--- config.mk ---
export PLATFORM = sky130hd
export DESIGN_NAME = ps2_byte_rx
export DESIGN_NICKNAME = d
export VERILOG_FILES = /design/src/rtl/ps2_byte_rx.sv
export SDC_FILE = /design/constraint.sdc
export NUM_CORES = 1
export LEC_CHECK = 0
export BUFFER_PORTS_ARGS = -buffer_cell sky130_fd_sc_hd__buf_2
export CORE_AREA = 2 2 53 55
export CTS_BUF_LIST = sky130_fd_sc_hd__clkbuf_4 sky130_fd_sc_hd__clkbuf_8 sky130_fd_sc_hd__clkbuf_16
export DETAILED_ROUTE_END_ITERATION = 8
export DIE_AREA = 0 0 55 57
export PLACE_DENSITY = 0.77
export SKIP_CTS_REPAIR_TIMING = 1
export SLEW_MARGIN = 20
export SYNTH_ARGS = -nofsm -noshare
export SYNTH_HDL_FRONTEND = slang
export SYNTH_SLANG_ARGS = --single-unit
--- constraint.sdc ---
create_clock -name clk -period 4 [get_ports clk]
set_input_delay 0.4 -clock clk [delete_from_list [all_inputs] [get_ports clk]]
set_output_delay 0.4 -clock clk [all_outputs]
set_load 0.05 [all_outputs]
--- src/rtl/ps2_byte_rx.sv ---
`timescale 1ns/1ps
// PS/2 device-to-host byte receiver: input synchronizers, ps2_clk glitch filter, frame FSM.
// Defining PS2_RX_TIMEOUT_EN adds an inter-edge watchdog that aborts a stalled frame.
module ps2_byte_rx #(
   parameter int unsigned FILTER_LEN     = 8,
   parameter int unsigned TIMEOUT_CYCLES = 22000
) (
   input  logic       clk,
   input  logic       delay_reset,
   input  logic       ps2_clk,
   input  logic       ps2_data,
   output logic [7:0] data,
   output logic       valid,
   output logic       error
);

   localparam int unsigned   FW        = $clog2(FILTER_LEN + 1);
   localparam logic [FW-1:0] FILT_LAST = FW'(FILTER_LEN - 1);

   typedef enum logic [1:0] {IDLE, DATA, PARITY, STOP} state_t;

   logic          clk_meta, clk_sync, data_meta, data_sync;
   logic          filt_clk, filt_prev, fall;
   logic [FW-1:0] filt_cnt;

   state_t        state_q, state_d;
   logic [7:0]    shift_q, shift_d;
   logic [2:0]    bit_cnt_q, bit_cnt_d;
   logic          parity_q, parity_d;
   logic [7:0]    data_q, data_d;
   logic          valid_q, valid_d;
   logic          error_q, error_d;

`ifdef PS2_RX_TIMEOUT_EN
   localparam int unsigned   TW       = $clog2(TIMEOUT_CYCLES + 1);
   localparam logic [TW-1:0] TMO_LAST = TW'(TIMEOUT_CYCLES - 1);
   logic [TW-1:0] tmo_q, tmo_d;
`endif

   always_ff @(posedge clk or posedge delay_reset) begin
      if (delay_reset) begin
         clk_meta  <= '1;
         clk_sync  <= '1;
         data_meta <= '1;
         data_sync <= '1;
      end else begin
         clk_meta  <= ps2_clk;
         clk_sync  <= clk_meta;
         data_meta <= ps2_data;
         data_sync <= data_meta;
      end
   end

   // filt_clk follows clk_sync only after FILTER_LEN consecutive differing samples
   always_ff @(posedge clk or posedge delay_reset) begin
      if (delay_reset) begin
         filt_clk  <= '1;
         filt_prev <= '1;
         filt_cnt  <= '0;
      end else begin
         filt_prev <= filt_clk;
         if (clk_sync == filt_clk) begin
            filt_cnt <= '0;
         end else if (filt_cnt == FILT_LAST) begin
            filt_clk <= clk_sync;
            filt_cnt <= '0;
         end else begin
            filt_cnt <= filt_cnt + 1'b1;
         end
      end
   end

   assign fall = filt_prev & ~filt_clk;

   always_ff @(posedge clk or posedge delay_reset) begin
      if (delay_reset) begin
         state_q   <= IDLE;
         shift_q   <= '0;
         bit_cnt_q <= '0;
         parity_q  <= '0;
         data_q    <= '0;
         valid_q   <= '0;
         error_q   <= '0;
`ifdef PS2_RX_TIMEOUT_EN
         tmo_q     <= '0;
`endif
      end else begin
         state_q   <= state_d;
         shift_q   <= shift_d;
         bit_cnt_q <= bit_cnt_d;
         parity_q  <= parity_d;
         data_q    <= data_d;
         valid_q   <= valid_d;
         error_q   <= error_d;
`ifdef PS2_RX_TIMEOUT_EN
         tmo_q     <= tmo_d;
`endif
      end
   end

   always_comb begin
      state_d   = state_q;
      shift_d   = shift_q;
      bit_cnt_d = bit_cnt_q;
      parity_d  = parity_q;
      data_d    = data_q;
      valid_d   = 1'b0;
      error_d   = 1'b0;
`ifdef PS2_RX_TIMEOUT_EN
      tmo_d     = '0;
`endif
      if (fall) begin
         unique case (state_q)
            IDLE: begin
               bit_cnt_d = '0;
               if (!data_sync) state_d = DATA;
            end
            DATA: begin
               shift_d   = {data_sync, shift_q[7:1]};
               bit_cnt_d = bit_cnt_q + 1'b1;
               if (bit_cnt_q == 3'd7) state_d = PARITY;
            end
            PARITY: begin
               parity_d = data_sync;
               state_d  = STOP;
            end
            STOP: begin
               // Odd parity over data+parity and a high stop bit make a good frame
               if (data_sync && (^{shift_q, parity_q})) begin
                  data_d  = shift_q;
                  valid_d = 1'b1;
               end else begin
                  error_d = 1'b1;
               end
               state_d = IDLE;
            end
            default: state_d = IDLE;
         endcase
      end
`ifdef PS2_RX_TIMEOUT_EN
      else if (state_q != IDLE) begin
         if (tmo_q == TMO_LAST) begin
            state_d   = IDLE;
            bit_cnt_d = '0;
            error_d   = 1'b1;
         end else begin
            tmo_d = tmo_q + 1'b1;
         end
      end
`endif
   end

   assign data  = data_q;
   assign valid = valid_q;
   assign error = error_q;

endmodule

=== Yosys cells after proc, flatten, opt, wreduce, memory -nomap -nowiden ===
Index checks and enable logic that the tools add are counted.

* Register bits: 34
* Output and inout port bits: 10
* Bits of input ports: 4
* Word-level logic and storage cells: 49

* Equality and inequality tests: 8
* Bitwise gates (word level): 3
* Reduce and logical (&&, ||, !) cells: 10
* Add/subtract/negate cells: 2
* Multiplexer cells: 12

{| class="wikitable"
|+ Operator list
! kind !! number
|-
| 9-bit XOR reduction || 1
|-
| 4-bit 2-to-1 mux || 2
|-
| 2-bit one-hot mux with 4 select lines || 1
|-
| 2-bit AND reduction || 4
|-
| 1-bit 2-to-1 mux || 6
|-
| 3-bit one-hot mux with 2 select lines || 1
|-
| 3-bit AND reduction || 2
|-
| 4-bit by 1-bit adder with 4-bit output (second input constant) || 1
|-
| 2-bit equality test (second input constant) || 2
|-
| 4-bit by 3-bit equality test with 1-bit output (second input constant) || 1
|-
| 2-bit 2-to-1 mux || 2
|-
| 2-bit inequality test (second input constant) || 2
|-
| 3-bit by 1-bit adder with 3-bit output (second input constant) || 1
|-
| 3-bit equality test (second input constant) || 1
|-
| 2-bit by 1-bit equality test with 1-bit output (second input constant) || 1
|-
| 2-bit zero test || 1
|-
| 1-bit NOT || 2
|-
| 2-bit nonzero test || 1
|-
| 1-bit bitwise AND || 1
|-
| 1-bit equality test || 1
|-
| 1-bit logical AND || 1
|}

=== Longest topological paths before layout ===
* Depth after elaboration: 5
* Mapped depth: 6
* Depth with buffers taken out: 6

=== Least setup slack after synthesis ===
No wires, ideal clock.

* Path kind: register to register
* Start: reg shift_q[5]
* End: reg data_q[0], in the netlist data[0]
* Setup time: 125 ps
* Clock period less this slack: 1808 ps
* Data arrival time: 1683 ps
* Cell stages (with the launch flop): 5
* Path buffers: 0
* Required time: 3875 ps
* Setup slack: 2192 ps
* Cells stage by stage: dfrtp_1 xor2_1 xnor3_2 mux2i_4 mux2_2

* Cells in the longest elaborated chain, start to end: 3

{| class="wikitable"
|+ Ends and longest elaborated chain
! item !! line !! source
|-
| start, declared || 27 || <nowiki>logic [7:0] shift_q, shift_d;</nowiki>
|-
| start signal, assigned || 89 || <nowiki>shift_q <= shift_d;</nowiki>
|-
| 9-bit XOR reduction || 129 || <nowiki>if (data_sync && (^{shift_q, parity_q})) begin</nowiki>
|-
| 1-bit logical AND || 129 ||
|-
| 3-bit AND reduction (no source line) || -- ||
|-
| end signal, assigned || 92 || <nowiki>data_q <= data_d;</nowiki>
|-
| end, declared || 30 || <nowiki>logic [7:0] data_q, data_d;</nowiki>
|}

Every way passes these cells.
A chain may end at the register's enable or synchronous reset.

=== Worst setup path after layout ===
* Start: reg shift_q[5]
* End: reg data_q[2], in the netlist data[2]

Same word-level chain as after synthesis.

==> flow_metrics.tcl <==
set metrics [dict create \
    status "finished clean" \
    routedWlPerCell_um 14.26 \
    worst_clock_skew_ns 0.007955 \
    antenna_left 0 \
    place_area_um2 1553 \
    cts_made_buffers 5 \
    grt_pass1_vias 857 \
    antenna_found_initial 0 \
    fin_crit_ns 1.931 \
    nFillCells 217 \
    ctsLongestPathBuffers 2 \
    hold_class "in2async" \
    synth_compound_area_share_pct 4.156 \
    clk_latency_ns 0.33 \
    cpLargestDelayFamily "multiplexers" \
    grt_setup_unrepaired "no" \
    cap_violations 0 \
    synthXorXnorAreaFrac_pct 7.013 \
    clkSlewWorstSetupHoldPaths_ns 0.10 \
    port_buffers 13 \
    grt_usage_pct 18.30 \
    slowest_stage "xnor3_2" \
    ioPinCount 14 \
    final_cell_count_no_fill 154 \
    cp-start-kind "register" \
    synth_edf_count 0 \
    setup_ws_ns 2.069 \
    nets 134 \
    seq_area_frac_synth_pct 59.39 \
    cts-root-buf "clkbuf_4" \
    crit_fanout 9 \
    design_area_um2 1605 \
    routed_wl_mm 2.196 \
    synth_nets 114 \
    die_x_um 55 \
    drtIter0Drc 5 \
    async_reset_ff_share_pct 100.0 \
    viasPerCell 5.312 \
    cp-end-kind "register" \
    drive_gt1_share_pct 38.21 \
    relSlewSlack_pct 64.10 \
    area_growth_syn_to_layout_pct 11.08 \
    yosys-top-cells-area "dfrtp_1 (48%), mux2_2 (13%), dfstp_2 (11%)" \
    num_vias 818 \
    p_leak_nw 0.8573 \
    grt_overflow_total 0 \
    place_congestion 0.7184 \
    htreeDepth 2 \
    hold_viol_final 0 \
    row_count 19 \
    cts_tree "yes" \
    dp_hpwl_mm 1.616 \
    dpl.cell_count 147 \
    synth-simple-area-share_pct 7.013 \
    cp.buffers_inverters 0 \
    synthFlopType "dfrtp_1" \
    grt_max_degree 21 \
    worstSetupPathType "reg2reg" \
    drv_slew 0 \
    grt_pass1_wl_mm 3.912 \
    vdd_drop_max_mv 0.3972 \
    pre_cts_slack_ns 2.060 \
    synth_top_family_by_area "multiplexers" \
    synthMuxAreaShare_pct 14.81 \
    diodes 0 \
    period_share_pct 48.27 \
    finalSetupViolations 0 \
    fp.coreArea_um2 2615 \
    ys_ff_latch 34 \
    required_ns 4.22 \
    die_h_um 57 \
    netlist_area_um2 1445 \
    dr.pass1.iters 2 \
    synth_warnings 0 \
    synth-adder-area-share_pct 6.061 \
    finalSetupTns_ns 0 \
    cp_cell_sequence "xor2_1 -> xnor3_2 -> mux2i_4 -> mux2_2" \
    yosys.area.top_type "dfrtp_1" \
    p_per_area_nw_per_um2 522.5 \
    max_freq_ghz 0.5179 \
    initial_core_util_pct 55.26 \
    crit_arrival_ns 2.15 \
    synth.top_cell.area_share_pct 48.48 \
    dieArea_um2 3135 \
    drc 0 \
    final_util_pct 61.39 \
    post_synth_num_cell_types 23 \
    syn_area_per_cell_um2 14.03 \
    clock_sinks 34 \
    worst_slew_pin_slew_ns 0.5379 \
    synth_cells 103 \
    slowest_delay_ns 0.44 \
]
==> state kept, by name (all words and copies together) (netlist names) <==
name	cells
bit_cnt_q	3
filt_cnt	4
error	1
clk_sync	1
filt_prev	1
data_meta	1
clk_meta	1
state_q	2
data	8
valid	1
data_sync	1
shift_q	8
parity_q	1
filt_clk	1
==> logic make-up after synthesis <==
kind of cell / count (synthesis)
buf+inv: 6
mux: 18
simple gates: 21
compound gates: 9
fa+ha+maj: 7
flops: 34
xor+xnor: 8
==> power by group <==
group | switching (W) | total (W) | leakage [nW] | internal [W]
clock | 0.000106 | 0.000186 | 0.0322 | 0.0000798
combinational | 0.000105 | 0.000206 | 0.378 | 0.000102
sequential | 0.0000439 | 0.000447 | 0.447 | 0.000403
==> area by class of cell <==
cell class | count | area (µm²) | share of cell area [%]
repair buffers | 14 | 72.57 | 4.521
flip-flops and latches | 34 | 858.3 | 53.47
clock buffers | 7 | 52.55 | 3.274
well taps | 31 | 38.79 | 2.416
inverters | 5 | 18.77 | 1.169
multi-input cells | 63 | 564.3 | 35.15
==> routing by layer <==
layer	part of all wire (%)	up-vias	GRT usage (%)	wire length, µm
li1	-	392	-	-
met4	2.7	0	8.362	59
met5	0	-	0	0
met2	49	15	27.38	1080
met3	4.7	5	7.853	104
met1	43	406	22.83	952
==> cell usage in the layout (no fill, tap or decap), drive strengths merged <==
cell and instances:
o211a 1, nand2 7, dfstp 6, clkbuf 7
nand2b 1, a21oi 2, nand3 2, o21ai 4
xor2 2, mux2 17, dfrtp 28, xor3 1
nor3 3, mux2i 1, and2b 1, xnor3 1
ha 7, buf 14, inv 5, nor2 4
nand4b 1, a32o 2, xnor2 4, nor2b 2
==> worst paths after layout <==
check | startpoint | endpoint | slack, ns | cells after the start
max in group asynchronous | delay_reset | filt_prev | 3.19 | 3
min in group clk | ps2_data | data_meta | 0.16 | 1
setup reg to reg | shift_q[5] | data[2] | 2.07 | 4
setup / recovery | shift_q[5] | data[2] | 2.07 | 4
hold reg to reg | clk_meta | clk_sync | 0.36 | 0
hold / removal | delay_reset | filt_cnt[1] | 0.09 | 2
==> cell usage after synthesis, types with 2 or more instances <==
library cell	number
nor2b_1	2
a32o_1	2
mux2_2	17
nand3_1	2
dfrtp_1	28
xor2_1	2
nand2_1	7
o21ai_0	4
inv_1	5
ha_1	7
nor3_1	3
nor2_1	4
xnor2_1	4
a21oi_1	2
dfstp_2	6
==> per-stage QoR <==
| stage | hold WS [ns] | power (W) |
|---|---|---|
| after floorplan | 0.3452 | 0.0006160 |
| after global placement | 0.3475 | 0.0006442 |
| after detailed placement | 0.3510 | 0.0006629 |
| after CTS | 0.09853 | 0.0008501 |
| after global routing | 0.1294 | 0.0008986 |
| final | 0.08631 | 0.0008387 |
Note: power is estimated with default switching activity, not from simulation.
